===== config.mk =====
export PLATFORM = sky130hd
export DESIGN_NAME = branch_hazard_unit_flat
export DESIGN_NICKNAME = d
export VERILOG_FILES = /design/src/rtl/branch_hazard_unit_pkg.sv /design/src/rtl/branch_hazard_unit_if.sv /design/src/rtl/branch_hazard_unit_hazard_match.sv /design/src/rtl/branch_hazard_unit.sv /design/src/flat_wrapper.sv
export SDC_FILE = /design/constraint.sdc
export NUM_CORES = 1
export LEC_CHECK = 0
export CAP_MARGIN = 10
export CORE_AREA = 2 2 76 78
export DETAILED_ROUTE_END_ITERATION = 8
export DIE_AREA = 0 0 78 80
export PLACE_DENSITY = 0.58
export SLEW_MARGIN = 10
export SYNTH_ARGS = -nofsm -noshare
export SYNTH_HDL_FRONTEND = slang
export SYNTH_HIERARCHICAL = 1
export SYNTH_SLANG_ARGS = --single-unit

===== constraint.sdc =====
create_clock -name clk -period 3.2 [get_ports clk]
set_input_delay 0.32 -clock clk [delete_from_list [all_inputs] [get_ports clk]]
set_output_delay 0.32 -clock clk [all_outputs]
set_load 0.05 [all_outputs]

===== src/rtl/branch_hazard_unit_pkg.sv =====
// Shared WISC pipeline types for the decode-stage hazard logic.
// A tracking entry records whether a stage holds a register writer, whether it is a load, and its rd.
package wisc_pipe_pkg;

    localparam int unsigned REG_W = 3;

    typedef struct packed {
        logic             v;
        logic             ld;
        logic [REG_W-1:0] rd;
    } hz_entry_t;

    localparam hz_entry_t HZ_BUBBLE = '{v: 1'b0, ld: 1'b0, rd: '0};

endpackage


===== src/rtl/branch_hazard_unit_if.sv =====
// Decode-side bundle between the ID stage controller and the branch hazard unit.
// The unit also exports its tracking entries for debug visibility.
interface branch_hazard_unit_if
    import wisc_pipe_pkg::*;
#(
    parameter int unsigned REG_W = wisc_pipe_pkg::REG_W,
    parameter int unsigned CNT_W = 16
);
    logic             id_valid;
    logic             id_is_branch;
    logic [REG_W-1:0] id_rs;
    logic [REG_W-1:0] id_rt;
    logic             id_rs_used;
    logic             id_rt_used;
    logic             id_reg_write;
    logic [REG_W-1:0] id_rd;
    logic             id_is_load;
    logic             pipe_stall_ext;
    logic             flush;
    logic             stall_fd;
    logic [CNT_W-1:0] stall_cnt;
    hz_entry_t        dbg_e_dx;
    hz_entry_t        dbg_e_xm;
    hz_entry_t        dbg_e_mw;

    modport master (
        output id_valid, id_is_branch, id_rs, id_rt, id_rs_used, id_rt_used,
               id_reg_write, id_rd, id_is_load, pipe_stall_ext, flush,
        input  stall_fd, stall_cnt, dbg_e_dx, dbg_e_xm, dbg_e_mw
    );

    modport slave (
        input  id_valid, id_is_branch, id_rs, id_rt, id_rs_used, id_rt_used,
               id_reg_write, id_rd, id_is_load, pipe_stall_ext, flush,
        output stall_fd, stall_cnt, dbg_e_dx, dbg_e_xm, dbg_e_mw
    );

endinterface


===== src/rtl/branch_hazard_unit_hazard_match.sv =====
// Single producer/consumer match: an enabled consumer hits a valid entry writing its specifier.
// Load qualification is folded into the enable by the caller.
module hazard_match
    import wisc_pipe_pkg::*;
(
    input  logic             en,
    input  hz_entry_t        entry,
    input  logic [REG_W-1:0] spec,
    output logic             hit
);

    assign hit = en & entry.v & (entry.rd == spec);

endmodule


===== src/rtl/branch_hazard_unit.sv =====
// Decode-stage stall generator for the WISC branch forwarding path.
// Tracks in-flight destinations in EX/MEM/WB and stalls ID when an operand cannot yet be forwarded.
module branch_hazard_unit
    import wisc_pipe_pkg::*;
#(
    parameter int unsigned REG_W = wisc_pipe_pkg::REG_W,
    parameter int unsigned CNT_W = 16
) (
    input logic           clk,
    input logic           rst_n,
    branch_hazard_unit_if.slave bus
);

    hz_entry_t        e_dx_q, e_xm_q, e_mw_q, e_dx_d;
    logic [CNT_W-1:0] cnt_q, cnt_d;

    logic h_br_dx, h_br_xm, h_lu_rs, h_lu_rt;
    logic stall;

    // Branches resolve in ID: an ALU result in EX, or load data in MEM, is not yet forwardable.
    hazard_match u_br_dx (
        .en    (bus.id_valid & bus.id_is_branch),
        .entry (e_dx_q),
        .spec  (bus.id_rs),
        .hit   (h_br_dx)
    );

    hazard_match u_br_xm (
        .en    (bus.id_valid & bus.id_is_branch & e_xm_q.ld),
        .entry (e_xm_q),
        .spec  (bus.id_rs),
        .hit   (h_br_xm)
    );

    hazard_match u_lu_rs (
        .en    (bus.id_valid & bus.id_rs_used & e_dx_q.ld),
        .entry (e_dx_q),
        .spec  (bus.id_rs),
        .hit   (h_lu_rs)
    );

    hazard_match u_lu_rt (
        .en    (bus.id_valid & bus.id_rt_used & e_dx_q.ld),
        .entry (e_dx_q),
        .spec  (bus.id_rt),
        .hit   (h_lu_rt)
    );

    // A squashed instruction never stalls.
    assign stall = (h_br_dx | h_br_xm | h_lu_rs | h_lu_rt) & ~bus.flush;

    always_comb begin
        e_dx_d = HZ_BUBBLE;
        if (bus.id_valid & bus.id_reg_write & ~stall & ~bus.flush) begin
            e_dx_d = '{v: 1'b1, ld: bus.id_is_load, rd: bus.id_rd[REG_W-1:0]};
        end
    end

    always_comb begin
        cnt_d = cnt_q;
        if (stall && !(&cnt_q)) begin
            cnt_d = cnt_q + 1'b1;
        end
    end

    always_ff @(posedge clk or negedge rst_n) begin
        if (!rst_n) begin
            e_dx_q <= HZ_BUBBLE;
            e_xm_q <= HZ_BUBBLE;
            e_mw_q <= HZ_BUBBLE;
            cnt_q  <= '0;
        end else if (!bus.pipe_stall_ext) begin
            e_dx_q <= e_dx_d;
            e_xm_q <= e_dx_q;
            e_mw_q <= e_xm_q;
            cnt_q  <= cnt_d;
        end
    end

    assign bus.stall_fd  = stall;
    assign bus.stall_cnt = cnt_q;
    assign bus.dbg_e_dx  = e_dx_q;
    assign bus.dbg_e_xm  = e_xm_q;
    assign bus.dbg_e_mw  = e_mw_q;

endmodule


===== src/flat_wrapper.sv =====
// flat-port wrapper written by rule: the top's interface ports become plain ports
module branch_hazard_unit_flat import wisc_pipe_pkg::*;
#(
    parameter int unsigned REG_W = wisc_pipe_pkg::REG_W,
    parameter int unsigned CNT_W = 16
)
  (clk, rst_n, bus_id_valid, bus_id_is_branch, bus_id_rs, bus_id_rt, bus_id_rs_used, bus_id_rt_used, bus_id_reg_write, bus_id_rd, bus_id_is_load, bus_pipe_stall_ext, bus_flush, bus_stall_fd, bus_stall_cnt, bus_dbg_e_dx, bus_dbg_e_xm, bus_dbg_e_mw);
  branch_hazard_unit_if #(.REG_W(REG_W), .CNT_W(CNT_W)) bus_i ();
  input logic clk;
  input logic rst_n;
  input wire logic [$bits(bus_i.id_valid)-1:0] bus_id_valid;
  input wire logic [$bits(bus_i.id_is_branch)-1:0] bus_id_is_branch;
  input wire logic [$bits(bus_i.id_rs)-1:0] bus_id_rs;
  input wire logic [$bits(bus_i.id_rt)-1:0] bus_id_rt;
  input wire logic [$bits(bus_i.id_rs_used)-1:0] bus_id_rs_used;
  input wire logic [$bits(bus_i.id_rt_used)-1:0] bus_id_rt_used;
  input wire logic [$bits(bus_i.id_reg_write)-1:0] bus_id_reg_write;
  input wire logic [$bits(bus_i.id_rd)-1:0] bus_id_rd;
  input wire logic [$bits(bus_i.id_is_load)-1:0] bus_id_is_load;
  input wire logic [$bits(bus_i.pipe_stall_ext)-1:0] bus_pipe_stall_ext;
  input wire logic [$bits(bus_i.flush)-1:0] bus_flush;
  output wire logic [$bits(bus_i.stall_fd)-1:0] bus_stall_fd;
  output wire logic [$bits(bus_i.stall_cnt)-1:0] bus_stall_cnt;
  output wire logic [$bits(bus_i.dbg_e_dx)-1:0] bus_dbg_e_dx;
  output wire logic [$bits(bus_i.dbg_e_xm)-1:0] bus_dbg_e_xm;
  output wire logic [$bits(bus_i.dbg_e_mw)-1:0] bus_dbg_e_mw;
  assign bus_i.id_valid = bus_id_valid;
  assign bus_i.id_is_branch = bus_id_is_branch;
  assign bus_i.id_rs = bus_id_rs;
  assign bus_i.id_rt = bus_id_rt;
  assign bus_i.id_rs_used = bus_id_rs_used;
  assign bus_i.id_rt_used = bus_id_rt_used;
  assign bus_i.id_reg_write = bus_id_reg_write;
  assign bus_i.id_rd = bus_id_rd;
  assign bus_i.id_is_load = bus_id_is_load;
  assign bus_i.pipe_stall_ext = bus_pipe_stall_ext;
  assign bus_i.flush = bus_flush;
  assign bus_stall_fd = bus_i.stall_fd;
  assign bus_stall_cnt = bus_i.stall_cnt;
  assign bus_dbg_e_dx = bus_i.dbg_e_dx;
  assign bus_dbg_e_xm = bus_i.dbg_e_xm;
  assign bus_dbg_e_mw = bus_i.dbg_e_mw;
  branch_hazard_unit #(.REG_W(REG_W), .CNT_W(CNT_W)) u_core (.clk(clk), .rst_n(rst_n), .bus(bus_i));
endmodule

### After elaboration in Yosys (flattened, before gate mapping)

Index checks and enable logic that the tools add are counted.

| storage, ports and cells | value |
|---|---|
| output and inout bits | 32 |
| logic and storage cells | 43 |
| register bits | 31 |

| operators by class | value |
|---|---|
| muxes and demuxes | 1 |
| reduce and logical (&&, ||, !) cells | 4 |
| bitwise gates (word level) | 24 |
| add/subtract/negate cells | 1 |
| equal/unequal tests | 3 |

Operator list:

| cell | number |
|---|---|
| AND 1 bit | 18 |
| adder 16 x 1 -> 16 bit (second input constant) | 1 |
| AND reduction 16 bit | 1 |
| == test 3 bit | 3 |
| 2-to-1 mux 5 bit | 1 |
| inverter 1 bit | 3 |
| bitwise OR 1 bit | 3 |
| AND reduction 2 bit | 1 |
| logical AND 1 bit | 1 |
| zero test 1 bit | 1 |

### Depth between registers and ports, before layout

Gate-level depths: netlist of the first run.

| logic depth | value |
|---|---|
| depth after elaboration | 12 |
| depth in mapped cells | 7 |

### Hierarchy

Netlist of the first run, hierarchy kept.

Modules (own cells, without submodules):

| module | times used | seq. area each (µm²) | cells each | area each (µm²) |
|---|---|---|---|---|
| branch_hazard_unit | 1 | 775.7 | 110 | 1417.6 |
| hazard_match | 4 | 0.0 | 5 | 42.5 |

### Worst setup path after synthesis of the first run

Ideal clock, no wire load.

| timing | value |
|---|---|
| path type | reg-to-output |
| start point | register u_core.e_dx_q (netlist bit u_core/bus.dbg_e_dx[3]) |
| end point | output port bus_stall_fd |
| data arrival time | 1.929 ns |
| cell stages (with the launch flop) | 6 |
| setup slack | 0.951 ns |
| path buffers | 0 |
| cells stage by stage | dfrtp_1 and3_1 nand2_1 nor4_2 nor4_2 nor2_1 |

| on the way | value |
|---|---|
| cells in the longest elaborated chain, start to end | 6 |

Ends and longest elaborated chain:

| item | line | source |
|---|---|---|
| start: declaration | branch_hazard_unit.sv:14 | `hz_entry_t e_dx_q, e_xm_q, e_mw_q, e_dx_d;` |
| start signal: assignment | branch_hazard_unit.sv:68 | `e_dx_q <= HZ_BUBBLE;` |
| start signal: assignment | branch_hazard_unit.sv:73 | `e_dx_q <= e_dx_d;` |
| AND 1 bit | branch_hazard_unit.sv:36 | `.en (bus.id_valid & bus.id_rs_used & e_dx_q.ld),` |
| AND 1 bit (2 in a row) | branch_hazard_unit_hazard_match.sv:12 | `assign hit = en & entry.v & (entry.rd == spec);` |
| via u_core.h_lu_rs | branch_hazard_unit.sv:17 | `logic h_br_dx, h_br_xm, h_lu_rs, h_lu_rt;` |
| bitwise OR 1 bit (2 in a row) | branch_hazard_unit.sv:50 | `assign stall = (h_br_dx \| h_br_xm \| h_lu_rs \| h_lu_rt) & ~bus.flush;` |
| AND 1 bit | branch_hazard_unit.sv:50 |  |
| end: declaration | flat_wrapper.sv:22 | `output wire logic [$bits(bus_i.stall_fd)-1:0] bus_stall_fd;` |

The timed path passes the listed nets, and every way through them passes these cells.

### Worst setup path in the final report of the first run

| timing | value |
|---|---|
| start point | input port bus_id_rs[0] |
| end point | output port bus_stall_fd |

| on the way | value |
|---|---|
| cells in the longest elaborated chain, start to end | 6 |

Ends and longest elaborated chain:

| item | line | source |
|---|---|---|
| start: declaration | flat_wrapper.sv:13 | `input wire logic [$bits(bus_i.id_rs)-1:0] bus_id_rs;` |
| == test 3 bit | branch_hazard_unit_hazard_match.sv:12 |  |
| AND 1 bit | branch_hazard_unit_hazard_match.sv:12 |  |
| via u_core.h_br_xm | branch_hazard_unit.sv:17 |  |
| bitwise OR 1 bit (3 in a row) | branch_hazard_unit.sv:50 |  |
| AND 1 bit | branch_hazard_unit.sv:50 |  |

The timed path passes the listed nets, and every way through them passes these cells.

==> summary.md, run 1 <==
| Metric | Value |
|---|---|
| Status | complete, no violations |
| Num CTS Buffers | 5 |
| Crit-path max FO | 5 |
| Peak supply drop | 236 uV |
| Seq cells post-synth | 31 |
| Met2 routed WL | 1900 um |
| Multi-input logic area | 805 um^2 |
| Ordered cell list for the critical path | clkdlybuf4s50_1 > xor2_1 > nor4_2 > nor4_2 > nor2_1 > clkdlybuf4s50_1 |
| Final setup TNS | 0 ns |
| Worst-path clk slew | 0.06 ns |
| Worst setup SP type | input port |
| Max stage delay on crit path | 0.72 ns |
| Die Span Y | 80 um |
| CP endpoint kind | output pin |
| Worst-Skew Late Latency | 0.27 ns |
| CP required | 2.88 ns |
| Number of I/O port buffers | 50 |
| Iteration-0 DRC Markers | 69 |
| Mapped cell area | 0.00159 mm^2 |
| Largest family of logic cells by synthesized area | simple AND/OR/NAND/NOR gates |
| Setup Buffers After CTS | 0 |
| Metal1 wirelength | 1740 um |
| Cell variety after synth | 35 |
| Adder-Cell Fraction of Synth Area | 0.788% |
| MaxCap Viol Count | 0 |
| Global-route wire length before repair | 6420 um |
| Arr. time, crit path | 2.55 ns |
| Compound-Gate Fraction of Synth Area | 5.75% |
| Sequential-to-total area share from yosys stat | 48.9% |
| Area post-placement | 0.00219 mm^2 |
| DRT Wirelength | 3950 um |
| Final period util | 89.7% |
| Ant diodes | 0 |
| GR Overflow Total | 0 |
| Critical path type | in2out |
| Global placement routability congestion | 0.839 |
| Simple-gate portion of the synthesized area | 22.1% |
| Largest net degree at the start of global routing | 32 |
| Sequential share of power | 47.6% |
| # DRC | 0 |
| Achievable Freq | 348 MHz |
| Vias in the first global route | 1318 |
| Antenna Violating Nets Remaining | 0 |
| Tot GR Track Use | 13.3% |
| Slew Viols, Final | 0 |
| Initial Util | 29.4% |
| Final-layout fill cell count | 526 |
| Setup violations, final | 0 |
| Layout Nets | 207 |
| WP buf/inv | 2 |
| Sw Ratio | 25.0% |
| Crit path max-delay family | buffers and inverters |
| Register area | 776 um^2 |
| Post-synth net total | 150 |
| Htree depth | 2 |
| Synth Instances | 130 |
| Final min period | 2.87 ns |
| Unrepaired setup endpoints after global routing | false |
| Clk buf depth | 2 |
| DP Wirelength | 2970 um |
| Final instance area | 0.00229 mm^2 |
| Wirelength per Cell | 15.2 um |
| Post-synthesis xor/xnor area fraction | 13.2% |
| Core footprint | 0.00541 mm^2 |
| Die X-Extent | 78 um |
| Power Density | 381 mW/mm^2 |
| Combinational power share | 14.6% |
| Clock power frac | 37.8% |
| Skew final | 0.00371 ns |
| Detailed-route vias per instance | 4.86 |
| Mux contribution to synthesized area | 8.75% |
| Worst min path class | in2async |
| Worst slew pin tran | 0.616 ns |
| Initial antenna violation count | 0 |
| Post-cts sizing count | 0 |
| Area Growth Syn to Fin | 44.0% |
| Site row count | 27 |
| CP max stage cell | clkdlybuf4s50_1 |
| Vias | 1264 |
| Psw | 0.218 mW |
| Fin. Hold Viols | 0 |
| Io pins | 51 |
| Die ar. | 0.00624 mm^2 |
| CTS tree | built |
| Syn_area_per_cell | 12.2 um^2 |
| Leak | 1.03 nW |
| CTS Sinks | 31 |
| Cts hold-fix bufs | 0 |
| Layout cells sized above 1 | 16.5% |
| CTS Root Cell | clkbuf_8 |
| Top routing layer in use | met4 |
| Internal power | 0.654 mW |
| Ys Warns | 6 |
| Metal3 WL | 265 um |
| Slew HR | 58.6% |
| DR pass1 iterations | 4 |
-- cell families (layout without fill, tap and decap cells) --
group,after synthesis,in the layout
AOI/OAI and AO/OA,12,12
and+or+nand+nor,48,48
muxes,12,12
xor gates and xnor gates,24,24
DFF,31,31
buffers and inverters,2,60
adders and majority gates,1,1
-- cells in the final DEF, fill, tap and decap left out, drive strengths merged, types with 4 or more instances in the layout --
master          n
nor2            5
nor4            7
nand4           8
nand3           5
xor2           18
clkdlybuf4s50  50
mux2           12
a22o            4
dfrtp          31
xnor2           6
clkbuf          8
nand2           5
and3            6
nor3            4
-- registers in the layout, summed over array words and instances, names as in the netlist --
| name | flops |
|---|---|
| u_core/bus.stall_cnt | 16 |
| u_core/bus.dbg_e_xm | 5 |
| u_core/bus.dbg_e_mw | 5 |
| u_core/bus.dbg_e_dx | 5 |
-- per-layer routing --
layer,GRT usage [%],up-vias
met5,0,-
met4,3.68,0
met3,4.30,6
met2,23.4,46
met1,15.7,612
li1,-,600
-- path summary, 6_finish.rpt --
path	from	to	slack, ns	depth (start not counted)
min in group clk	u_core/bus.dbg_e_mw[4]	u_core/bus.dbg_e_mw[4]	0.50	1
setup reg to reg	u_core/bus.dbg_e_dx[1]	u_core/bus.stall_cnt[1]	0.99	6
max in group asynchronous	rst_n	u_core/bus.stall_cnt[6]	2.46	2
setup / recovery	bus_id_rs[0]	bus_stall_fd	0.33	6
hold reg to reg	u_core/bus.dbg_e_mw[4]	u_core/bus.dbg_e_mw[4]	0.50	1
hold / removal	rst_n	u_core/bus.dbg_e_xm[2]	0.45	2
-- power groups by stage --
stage / clock network, mW / registers (mW) / logic (mW)
after floorplan: 0 / 0.458 / 0.0280
after global placement: 0 / 0.422 / 0.126
after detailed placement: 0 / 0.422 / 0.128
after CTS: 0.345 / 0.415 / 0.129
after global routing: 0.363 / 0.417 / 0.135
final: 0.329 / 0.415 / 0.128
-- cells in the mapped netlist (all sizes together) --
master | number | area share [%]
dfrtp | 31 | 49
xor2 | 18 | 9.9
mux2 | 12 | 8.7
nand4 | 8 | 4.5
nor4 | 7 | 5.7
and3 | 6 | 2.4
xnor2 | 6 | 3.3
nand2 | 5 | 1.2
nand3 | 5 | 1.6
nor2 | 5 | 1.3
a22o | 4 | 2.2
nor3 | 4 | 1.3
and2 | 2 | 0.79
and4 | 2 | 1.1
nor4b | 2 | 1.5
a21o | 1 | 0.47
a21oi | 1 | 0.31
a311oi | 1 | 0.55
a31oi | 1 | 0.39
buf | 1 | 0.24
clkbuf | 1 | 0.24
ha | 1 | 0.79
nand2b | 1 | 0.39
o2111ai | 1 | 0.55
o211ai | 1 | 0.47
o21a | 1 | 0.47
o21ai | 1 | 0.31
or4 | 1 | 0.47
-- area by class of cell --
cell class,count,area share [%]
multi-input cells,97,35.2
flip-flops and latches,31,33.9
repair buffers,52,22.6
clock buffers,8,4.38
well taps,72,3.94
-- per-stage QoR --
stage	utilization, %	setup slack (ns)	hold WS, ns	instances	power [mW]
global placement	40.4	0.388	0.495	252	0.547
global route	42.3	0.236	0.482	260	0.915
floorplan	-	0.951	0.0244	130	0.486
detailed placement	40.4	0.343	0.493	252	0.551
finish	42.3	0.329	0.447	260	0.872
CTS	42.3	0.334	0.456	260	0.889
No activity file was read; power rests on OpenSTA's default activity.
==> run 2, diff against run 1 <==
Settings changed: CTS_CLUSTER_DIAMETER from default to 30.
==> results of run 2 <==
The final DEF is identical to that of run 1; final timing and power are the same.
